`config.mk`:
```
export PLATFORM = sky130hd
export DESIGN_NAME = scoreboard_hazard_unit_flat
export DESIGN_NICKNAME = d
export VERILOG_FILES = /design/src/rtl/scoreboard_hazard_unit_if.sv /design/src/rtl/scoreboard_hazard_unit.sv /design/src/flat_wrapper.sv
export SDC_FILE = /design/constraint.sdc
export NUM_CORES = 1
export LEC_CHECK = 0
export ABC_AREA = 1
export BUFFER_PORTS_ARGS = -buffer_cell sky130_fd_sc_hd__buf_2
export CORE_MARGIN = 8
export CORE_UTILIZATION = 45
export DETAILED_ROUTE_END_ITERATION = 10
export PLACE_DENSITY = 0.65
export SLEW_MARGIN = 20
export SYNTH_ARGS = -nofsm -noshare
export SYNTH_HDL_FRONTEND = slang
export SYNTH_SLANG_ARGS = --single-unit
```
`constraint.sdc`:
```
create_clock -name clock -period 1.9 [get_ports clock]
set_input_delay 0.285 -clock clock [delete_from_list [all_inputs] [get_ports clock]]
set_output_delay 0.285 -clock clock [all_outputs]
set_load 0.1 [all_outputs]
```
`src/rtl/scoreboard_hazard_unit_if.sv`:
```
// ID-stage issue bus between the decode stage and the scoreboard hazard unit.
// The decode stage drives the issue fields and reads back the front-end enables.
interface scoreboard_hazard_unit_if #(
    parameter int AW = 5,
    parameter int LW = 4
);
    logic          issue_valid;
    logic [AW-1:0] issue_rs;
    logic [AW-1:0] issue_rt;
    logic          issue_uses_rs;
    logic          issue_uses_rt;
    logic          issue_wr;
    logic [AW-1:0] issue_rd;
    logic [LW-1:0] issue_lat;
    logic          flush;
    logic          stall;
    logic          PC_write;
    logic          IFID_write;
    logic          bubble_idex;

    modport master (
        output issue_valid, issue_rs, issue_rt, issue_uses_rs, issue_uses_rt,
               issue_wr, issue_rd, issue_lat, flush,
        input  stall, PC_write, IFID_write, bubble_idex
    );

    modport slave (
        input  issue_valid, issue_rs, issue_rt, issue_uses_rs, issue_uses_rt,
               issue_wr, issue_rd, issue_lat, flush,
        output stall, PC_write, IFID_write, bubble_idex
    );
endinterface

```
`src/rtl/scoreboard_hazard_unit.sv`:
```
// Countdown scoreboard that holds the ID instruction until its sources can be forwarded into EX.
// Optional WAW ordering check: define SCB_WAW_CHECK_EN.
module scoreboard_hazard_unit #(
    parameter int NREGS   = 32,
    parameter int AW      = 5,
    parameter int MAX_LAT = 8,
    parameter int LW      = 4
) (
    input  logic                      clock,
    input  logic                      reset,
    scoreboard_hazard_unit_if.slave   id,
    output logic [NREGS-1:0]          pending,
    output logic [31:0]               stall_cycles
);

    logic [LW-1:0] cnt [NREGS];
    logic [LW-1:0] eff_lat;
    logic [LW-1:0] new_cnt;
    logic          raw_hazard;
    logic          waw_hazard;
    logic          stall_int;
    logic          issue_fire;

    // A latency of 0 means "forwardable next cycle", same as an ALU op.
    always_comb begin
        eff_lat = id.issue_lat;
        if (id.issue_lat == '0) begin
            eff_lat = LW'(1);
        end else if (id.issue_lat > LW'(MAX_LAT)) begin
            eff_lat = LW'(MAX_LAT);
        end
        new_cnt = eff_lat - LW'(1);
    end

    always_comb begin
        raw_hazard = (id.issue_uses_rs && (cnt[id.issue_rs] != '0)) ||
                     (id.issue_uses_rt && (cnt[id.issue_rt] != '0));
`ifdef SCB_WAW_CHECK_EN
        // Keep a short op from retiring its result before an older long op to the same rd.
        waw_hazard = id.issue_wr && (id.issue_rd != '0) && (cnt[id.issue_rd] > new_cnt);
`else
        waw_hazard = 1'b0;
`endif
        stall_int  = id.issue_valid && !id.flush && (raw_hazard || waw_hazard);
        issue_fire = id.issue_valid && !id.flush && !stall_int;
    end

    assign id.stall       = stall_int;
    assign id.PC_write    = !stall_int;
    assign id.IFID_write  = !stall_int;
    assign id.bubble_idex = stall_int || id.flush;

    // A new issue to rd replaces that register's countdown instead of decrementing it.
    always_ff @(posedge clock or negedge reset) begin
        if (!reset) begin
            for (int r = 0; r < NREGS; r++) begin
                cnt[r] <= '0;
            end
        end else begin
            for (int r = 0; r < NREGS; r++) begin
                if (r == 0) begin
                    cnt[r] <= '0;
                end else if (issue_fire && id.issue_wr && (id.issue_rd == AW'(r))) begin
                    cnt[r] <= new_cnt;
                end else if (cnt[r] != '0) begin
                    cnt[r] <= cnt[r] - LW'(1);
                end
            end
        end
    end

    always_comb begin
        for (int r = 0; r < NREGS; r++) begin
            pending[r] = (cnt[r] != '0);
        end
    end

    always_ff @(posedge clock or negedge reset) begin
        if (!reset) begin
            stall_cycles <= '0;
        end else if (stall_int && (stall_cycles != 32'hFFFF_FFFF)) begin
            stall_cycles <= stall_cycles + 32'd1;
        end
    end

endmodule

```
`src/flat_wrapper.sv`:
```
// flat-port wrapper written by rule: the top's interface ports become plain ports
module scoreboard_hazard_unit_flat 
#(
    parameter int NREGS   = 32,
    parameter int AW      = 5,
    parameter int MAX_LAT = 8,
    parameter int LW      = 4
)
  (clock, reset, pending, stall_cycles, id_issue_valid, id_issue_rs, id_issue_rt, id_issue_uses_rs, id_issue_uses_rt, id_issue_wr, id_issue_rd, id_issue_lat, id_flush, id_stall, id_PC_write, id_IFID_write, id_bubble_idex);
  scoreboard_hazard_unit_if #(.AW(AW), .LW(LW)) id_i ();
  input  logic clock;
  input  logic reset;
  output logic [NREGS-1:0] pending;
  output logic [31:0] stall_cycles;
  input wire logic [$bits(id_i.issue_valid)-1:0] id_issue_valid;
  input wire logic [$bits(id_i.issue_rs)-1:0] id_issue_rs;
  input wire logic [$bits(id_i.issue_rt)-1:0] id_issue_rt;
  input wire logic [$bits(id_i.issue_uses_rs)-1:0] id_issue_uses_rs;
  input wire logic [$bits(id_i.issue_uses_rt)-1:0] id_issue_uses_rt;
  input wire logic [$bits(id_i.issue_wr)-1:0] id_issue_wr;
  input wire logic [$bits(id_i.issue_rd)-1:0] id_issue_rd;
  input wire logic [$bits(id_i.issue_lat)-1:0] id_issue_lat;
  input wire logic [$bits(id_i.flush)-1:0] id_flush;
  output wire logic [$bits(id_i.stall)-1:0] id_stall;
  output wire logic [$bits(id_i.PC_write)-1:0] id_PC_write;
  output wire logic [$bits(id_i.IFID_write)-1:0] id_IFID_write;
  output wire logic [$bits(id_i.bubble_idex)-1:0] id_bubble_idex;
  assign id_i.issue_valid = id_issue_valid;
  assign id_i.issue_rs = id_issue_rs;
  assign id_i.issue_rt = id_issue_rt;
  assign id_i.issue_uses_rs = id_issue_uses_rs;
  assign id_i.issue_uses_rt = id_issue_uses_rt;
  assign id_i.issue_wr = id_issue_wr;
  assign id_i.issue_rd = id_issue_rd;
  assign id_i.issue_lat = id_issue_lat;
  assign id_i.flush = id_flush;
  assign id_stall = id_i.stall;
  assign id_PC_write = id_i.PC_write;
  assign id_IFID_write = id_i.IFID_write;
  assign id_bubble_idex = id_i.bubble_idex;
  scoreboard_hazard_unit #(.NREGS(NREGS), .AW(AW), .MAX_LAT(MAX_LAT), .LW(LW)) u_core (.clock(clock), .reset(reset), .id(id_i), .pending(pending), .stall_cycles(stall_cycles));
endmodule
```
# After elaboration in Yosys (flattened, before gate mapping)
# Index checks and enable logic that the tools add are counted.
dict set report word_totals {
  ff_bits 156
  inputBits 26
}
dict set report classes {
  add_sub_neg 33
  n_lt_le_gt_ge 3
  eq_ne 32
  mux 70
  bitwise_logic 2
  n_reduce_logical 107
}
# cell count
set ops {}
lappend ops {{2-to-1 mux 4 bit} 68}
lappend ops {{nonzero test 4 bit} 33}
lappend ops {{subtractor 4 x 1 -> 4 bit (second input constant)} 32}
lappend ops {{equality test 5 bit (second input constant)} 16}
lappend ops {{nonzero test 2 bit} 31}
lappend ops {{binary-select mux 4 bit (select 5 bit)} 2}
lappend ops {{equality test 5 x 4 -> 1 bit (second input constant)} 8}
lappend ops {{logical AND 1 bit} 38}
lappend ops {{adder 32 x 1 -> 32 bit (second input constant)} 1}
lappend ops {{inequality test 32 bit (second input constant)} 1}
lappend ops {{equality test 5 x 3 -> 1 bit (second input constant)} 4}
lappend ops {{>= comparator 6 bit (second input constant)} 2}
lappend ops {{NOT 5 -> 6 bit} 2}
lappend ops {{equality test 5 x 2 -> 1 bit (second input constant)} 2}
lappend ops {{equality test 5 x 1 -> 1 bit (second input constant)} 1}
lappend ops {{> comparator 4 bit (second input constant)} 1}
lappend ops {{logical NOT 4 bit} 1}
lappend ops {{logical NOT 1 bit} 2}
lappend ops {{logical OR 1 bit} 2}

# Depth between registers and ports, before layout
dict set report logic_depth {
  ltp_word 13
  depth_mapped 18
  ltp_nobuf 15
}

# Worst setup path before layout
# Ideal clock, no wire load.
dict set report synth_timing {
  path_kind {in2out}
  from {input id_issue_rt[0]}
  to {output id_bubble_idex}
  arrival_ns 3.412
  required_ns 1.615
  path_slack_ns -1.797
  stages 14
  n_path_buf 1
  path_cell_list {buf_2 -> nor2_1 -> nand2_1 -> o21ai_0 -> inv_1 -> nand2_1 -> nand2_1 -> nand3_1 -> nand3_1 -> nand3_1 -> nand2_2 -> nand2_1 -> inv_1 -> or2_2}
}
dict set report synth_via {
  elab_chain_len 9
}
# element line
set synth_rtl {}
lappend synth_rtl {{start, declared} flat_wrapper.sv:17} ;# input wire logic [$bits(id_i.issue_rt)-1:0] id_issue_rt;
lappend synth_rtl {{NOT 5 -> 6 bit (implied by the code)} scoreboard_hazard_unit.sv:37} ;# (id.issue_uses_rt && (cnt[id.issue_rt] != '0));
lappend synth_rtl {{binary-select mux 4 bit (select 5 bit)} scoreboard_hazard_unit.sv:37}
lappend synth_rtl {{2-to-1 mux 4 bit (implied by the code) (2 in series)} scoreboard_hazard_unit.sv:37}
lappend synth_rtl {{nonzero test 4 bit} scoreboard_hazard_unit.sv:37}
lappend synth_rtl {{logical AND 1 bit} scoreboard_hazard_unit.sv:37}
lappend synth_rtl {{logical OR 1 bit} scoreboard_hazard_unit.sv:36} ;# raw_hazard = (id.issue_uses_rs && (cnt[id.issue_rs] != '0)) ||
lappend synth_rtl {{logical AND 1 bit} scoreboard_hazard_unit.sv:44} ;# stall_int = id.issue_valid && !id.flush && (raw_hazard || waw_hazard);
lappend synth_rtl {{net id_stall} flat_wrapper.sv:24} ;# output wire logic [$bits(id_i.stall)-1:0] id_stall;
lappend synth_rtl {{logical OR 1 bit} scoreboard_hazard_unit.sv:51} ;# assign id.bubble_idex = stall_int || id.flush;
lappend synth_rtl {{end, declared} flat_wrapper.sv:27} ;# output wire logic [$bits(id_i.bubble_idex)-1:0] id_bubble_idex;
# The timed path passes the listed nets, and every way through them passes these cells. The select of a mux whose other input is x is not followed.

# Final worst setup path
dict set report layout_timing {
  from {register u_core.cnt[20] in the netlist's numbering}
  to {output id_bubble_idex}
}
dict set report layout_via {
  elab_chain_len 8
}
# element line
set layout_rtl {}
lappend layout_rtl {{start, declared} scoreboard_hazard_unit.sv:16} ;# logic [LW-1:0] cnt [NREGS];
lappend layout_rtl {{start signal, assigned by index} scoreboard_hazard_unit.sv:64} ;# cnt[r] <= new_cnt;
lappend layout_rtl {{start signal, assigned by index} scoreboard_hazard_unit.sv:66} ;# cnt[r] <= cnt[r] - LW'(1);
lappend layout_rtl {{binary-select mux 4 bit (select 5 bit), on equally long branches} {scoreboard_hazard_unit.sv:36, scoreboard_hazard_unit.sv:37}}
lappend layout_rtl {{2-to-1 mux 4 bit, on equally long branches (2 in series)} {scoreboard_hazard_unit.sv:36, scoreboard_hazard_unit.sv:37}}
lappend layout_rtl {{nonzero test 4 bit, on equally long branches} {scoreboard_hazard_unit.sv:36, scoreboard_hazard_unit.sv:37}}
lappend layout_rtl {{logical AND 1 bit, on equally long branches} {scoreboard_hazard_unit.sv:36, scoreboard_hazard_unit.sv:37}}
lappend layout_rtl {{logical OR 1 bit (*)} scoreboard_hazard_unit.sv:36}
lappend layout_rtl {{logical AND 1 bit (*)} scoreboard_hazard_unit.sv:44}
lappend layout_rtl {{logical OR 1 bit (*)} scoreboard_hazard_unit.sv:51}
# Mark *: on every way between the ends. The rest lies on a longest branch, timed or not. The select of a mux whose other input is x is not followed.

==> impl_metrics.env <==
export IMPL_run_status="complete, but fails checks"
export IMPL_violations="negative setup slack"
export IMPL_met2WireLength_mm=18.7
export IMPL_rows=57
export IMPL_diodes=0
export IMPL_clockPowerShare=0.148
export IMPL_gr_total_overflow=0
export IMPL_drc=0
export IMPL_slowest_delay_ns=0.39
export IMPL_synthFlopType="dfrtp_1"
export IMPL_cts_sinks=156
export IMPL_drt_iter0_markers=859
export IMPL_cts_root_buf="clkbuf_16"
export IMPL_crit_path_max_fanout=3
export IMPL_dp_cells=2186
export IMPL_finalCriticalPeriod_ns=2.59
export IMPL_die_h_microns=172
export IMPL_ir_drop_uv=1370
export IMPL_power_leakage_nw=8.36
export IMPL_setup_viol=162
export IMPL_cpMostUsedCell="nand3_2"
export IMPL_synth_most_common_cell="nand2_1"
export IMPL_p_comb_frac=0.636
export IMPL_finalPower_mw=26.8
export IMPL_report_final_slew_viol_count=0
export IMPL_fin_tns_setup_ns=-66.03
export IMPL_cts_reportedPaths_clkPinSlew_ns=0.07
export IMPL_wl_met3_mm=2.18
export IMPL_cellInternalPower_mw=14.8
export IMPL_dieArea_sq_um=29600
export IMPL_routedWlPerCell_microns=16.7
export IMPL_synth_area_leaders="dfrtp_1, nand2_1, inv_1, ha_1, xor2_1"
export IMPL_cts_made_buffers=17
export IMPL_rsz0062_at_grt="yes"
export IMPL_arrival_ns=2.31
export IMPL_ys_warnings_count=0
export IMPL_cp_cell_sequence="nor3_2, nand2_2, nand2_2, nand3_2, nand3_2, nand3_2, nand3_2, nand2_4, nand2_8, clkinvlp_4, or2_4, buf_12"
export IMPL_ant_nets=0
export IMPL_max_slew_margin=0.299
export IMPL_syn_cell_area_sq_um=11000
export IMPL_hpwl_mm=26.6
export IMPL_fmax_mhz=386
export IMPL_routed_wl_mm=37.9
export IMPL_ys_async_sr_fraction=1.00
export IMPL_p_switching_mw=12.0
export IMPL_dr_max_layer_used="met4"
export IMPL_h_tree_depth=4
export IMPL_yosysTopAreaCell="dfrtp_1"
export IMPL_hold_viol_final=0
export IMPL_area_growth_pct=50.1
export IMPL_track_usage=0.252
export IMPL_synth_fp_nets=1654
export IMPL_synth_area_per_cell_sq_um=7.01
export IMPL_pwr_share_seq=0.215
export IMPL_hold_path_class="in -> async"
export IMPL_start_util=0.455
export IMPL_wl_met1_mm=15.6
export IMPL_synthCells=1564
export IMPL_grt_pass1_vias=11600
export IMPL_critPathSlowestCell="dfrtp_1"
export IMPL_via_per_inst=5.20
export IMPL_powerDensity_nw_per_um2=1630
export IMPL_port_buffers=92
export IMPL_fin_nets=2021
export IMPL_ys_seq_area_frac=0.356
export IMPL_cp_top_family="simple AND/OR/NAND/NOR gates"
export IMPL_switching_share=0.447
export IMPL_grt_max_degree=44
export IMPL_fp_dieW_microns=172
export IMPL_fin_cells=2268
export IMPL_crit_type="reg -> out"
export IMPL_cp_start_kind="flip-flop"
export IMPL_synth_commonest_cells="nand2_1, inv_1, nor2_1"
export IMPL_pin_count=94
export IMPL_final_setup_skew_ns=0.0136
export IMPL_vias=11800
export IMPL_place_gp_congestion=0.967
export IMPL_worst_setup_path_end_kind="output pin"
export IMPL_cts_tree="yes"
export IMPL_core_sq_um=24100
export IMPL_grt_pass1_wl_mm=58.6
export IMPL_whs_ns=0.322
export IMPL_layout_drive_gt1_share=0.324
export IMPL_clk_latency_ns=0.43
export IMPL_nFillCells=2011
export IMPL_post_synth_top_area_fraction=0.356
export IMPL_synth_edff_count=0
export IMPL_ys_seq_elements=156
export IMPL_path_buf_inv=2
export IMPL_cts_path_max_buffers=2
export IMPL_antenna_found_initial=0
export IMPL_first_pass_iters=5
export IMPL_cp_data_required_time_ns=1.62
export IMPL_fin_crit_sh=1.36
export IMPL_synthDistinctLibCells=37
export IMPL_worstMarginPinSlew_ns=1.04
export IMPL_drv_cap=0
export IMPL_fin_ws_ns=-0.693
-- state kept, by name, indices dropped and copies added, names as in the netlist --
| signal | cells |
|---|---|
| u_core.cnt | 124 |
| u_core.stall_cycles | 32 |
-- final cells by class --
type                       instances  area, sq um  area share
multi-input combinational       1147         6830       0.415
sequential                       156         3950       0.240
timing repair buffer             386         3740       0.227
inverter                         223          851      0.0517
clock buffer                      22          464      0.0282
tap                              324          405      0.0246
clock inverter                    10          211      0.0129
-- cells by family (layout without fill, tap and decap cells) --
group	Yosys count	count (layout)	share of synthesized area
AOI/OAI and AO/OA	181	181	0.0886
DFF	156	156	0.356
buffers and inverters	261	641	0.0931
xor gates and xnor gates	98	98	0.0783
other	1	1	0.000342
adders and majority gates	64	64	0.0730
and+or+nand+nor	803	803	0.311
-- metal layers --
metal	up-vias	global-route usage
met3	81	0.0432
met4	0	0.108
met5	-	0
li1	5720	-
met2	372	0.431
met1	5631	0.310
-- placed cells by master (no fill, tap or decap), drive strengths merged, types with 2 or more instances in the layout --
cell type / Yosys / final
nor4: 5 / 5
xor2: 77 / 77
clkbuf: 16 / 27
dfrtp: 156 / 156
nand3: 125 / 125
and3: 16 / 16
nor3: 22 / 22
nand4: 30 / 30
o31ai: 10 / 10
nand3b: 4 / 4
o21ai: 140 / 140
bufinv: 0 / 6
a21oi: 12 / 12
o21a: 3 / 3
inv: 222 / 222
clkinv: 1 / 4
a21boi: 4 / 4
or2: 2 / 2
xnor2: 21 / 21
nand2: 419 / 419
nor2: 176 / 176
buf: 22 / 380
a22oi: 6 / 6
ha: 64 / 64
a31oi: 6 / 6
-- metrics by stage --
stage / setup WS, ns / area (sq um) / utilization
6_report: -0.693 / 16500 / 0.682
5_1_grt: -0.806 / 16500 / 0.682
4_1_cts: -0.685 / 15700 / 0.652
3_5_place_dp: -0.419 / 14300 / 0.593
3_3_place_gp: -0.389 / 14300 / 0.593
2_1_floorplan: -0.754 / 11200 / -
-- worst register-to-register path, delay by kind of cell, from the launching register on --
family                 cells  cell delay [ns]
DFF                        1             0.39
and+or+nand+nor           11             1.22
AOI/OAI and AO/OA          1             0.09
buffers and inverters      5             0.66
-- power groups by stage --
stage / sequential (mW) / combinational (mW) / clock, mW
2_1_floorplan: 6.17 / 8.83 / 0
3_3_place_gp: 5.63 / 15.1 / 0
3_5_place_dp: 5.70 / 15.5 / 0
4_1_cts: 5.70 / 16.2 / 4.03
5_1_grt: 5.93 / 18.8 / 4.16
6_report: 5.78 / 17.1 / 3.98
-- path summary, 6_finish.rpt --
check                                                    start                                  end  slack, ns  cells after the start
hold reg to reg            u_core.stall_cycles[24]$_DFFE_PN0P_  u_core.stall_cycles[24]$_DFFE_PN0P_       0.53                      1
hold / removal                                           reset  u_core.stall_cycles[10]$_DFFE_PN0P_       0.32                      2
min in group clock                                    id_flush  u_core.stall_cycles[24]$_DFFE_PN0P_       0.35                      5
setup reg to reg                    u_core.cnt[20]$_DFFE_PN0P_            u_core.cnt[2]$_DFFE_PN0P_      -0.62                     17
setup / recovery                    u_core.cnt[20]$_DFFE_PN0P_                       id_bubble_idex      -0.69                     12
max in group asynchronous                                reset  u_core.stall_cycles[22]$_DFFE_PN0P_       0.97                      3
-- repair_timing --
action	4_1_cts	5_1_grt
gates cloned	11	6
hold endpoints to repair	25	0
gates resized for setup	95	165
pin swaps	21	63
hold buffers	1	0
endpoints found under the setup margin	179	186
setup buffers	23	15
(Power assumes the default switching activity.)
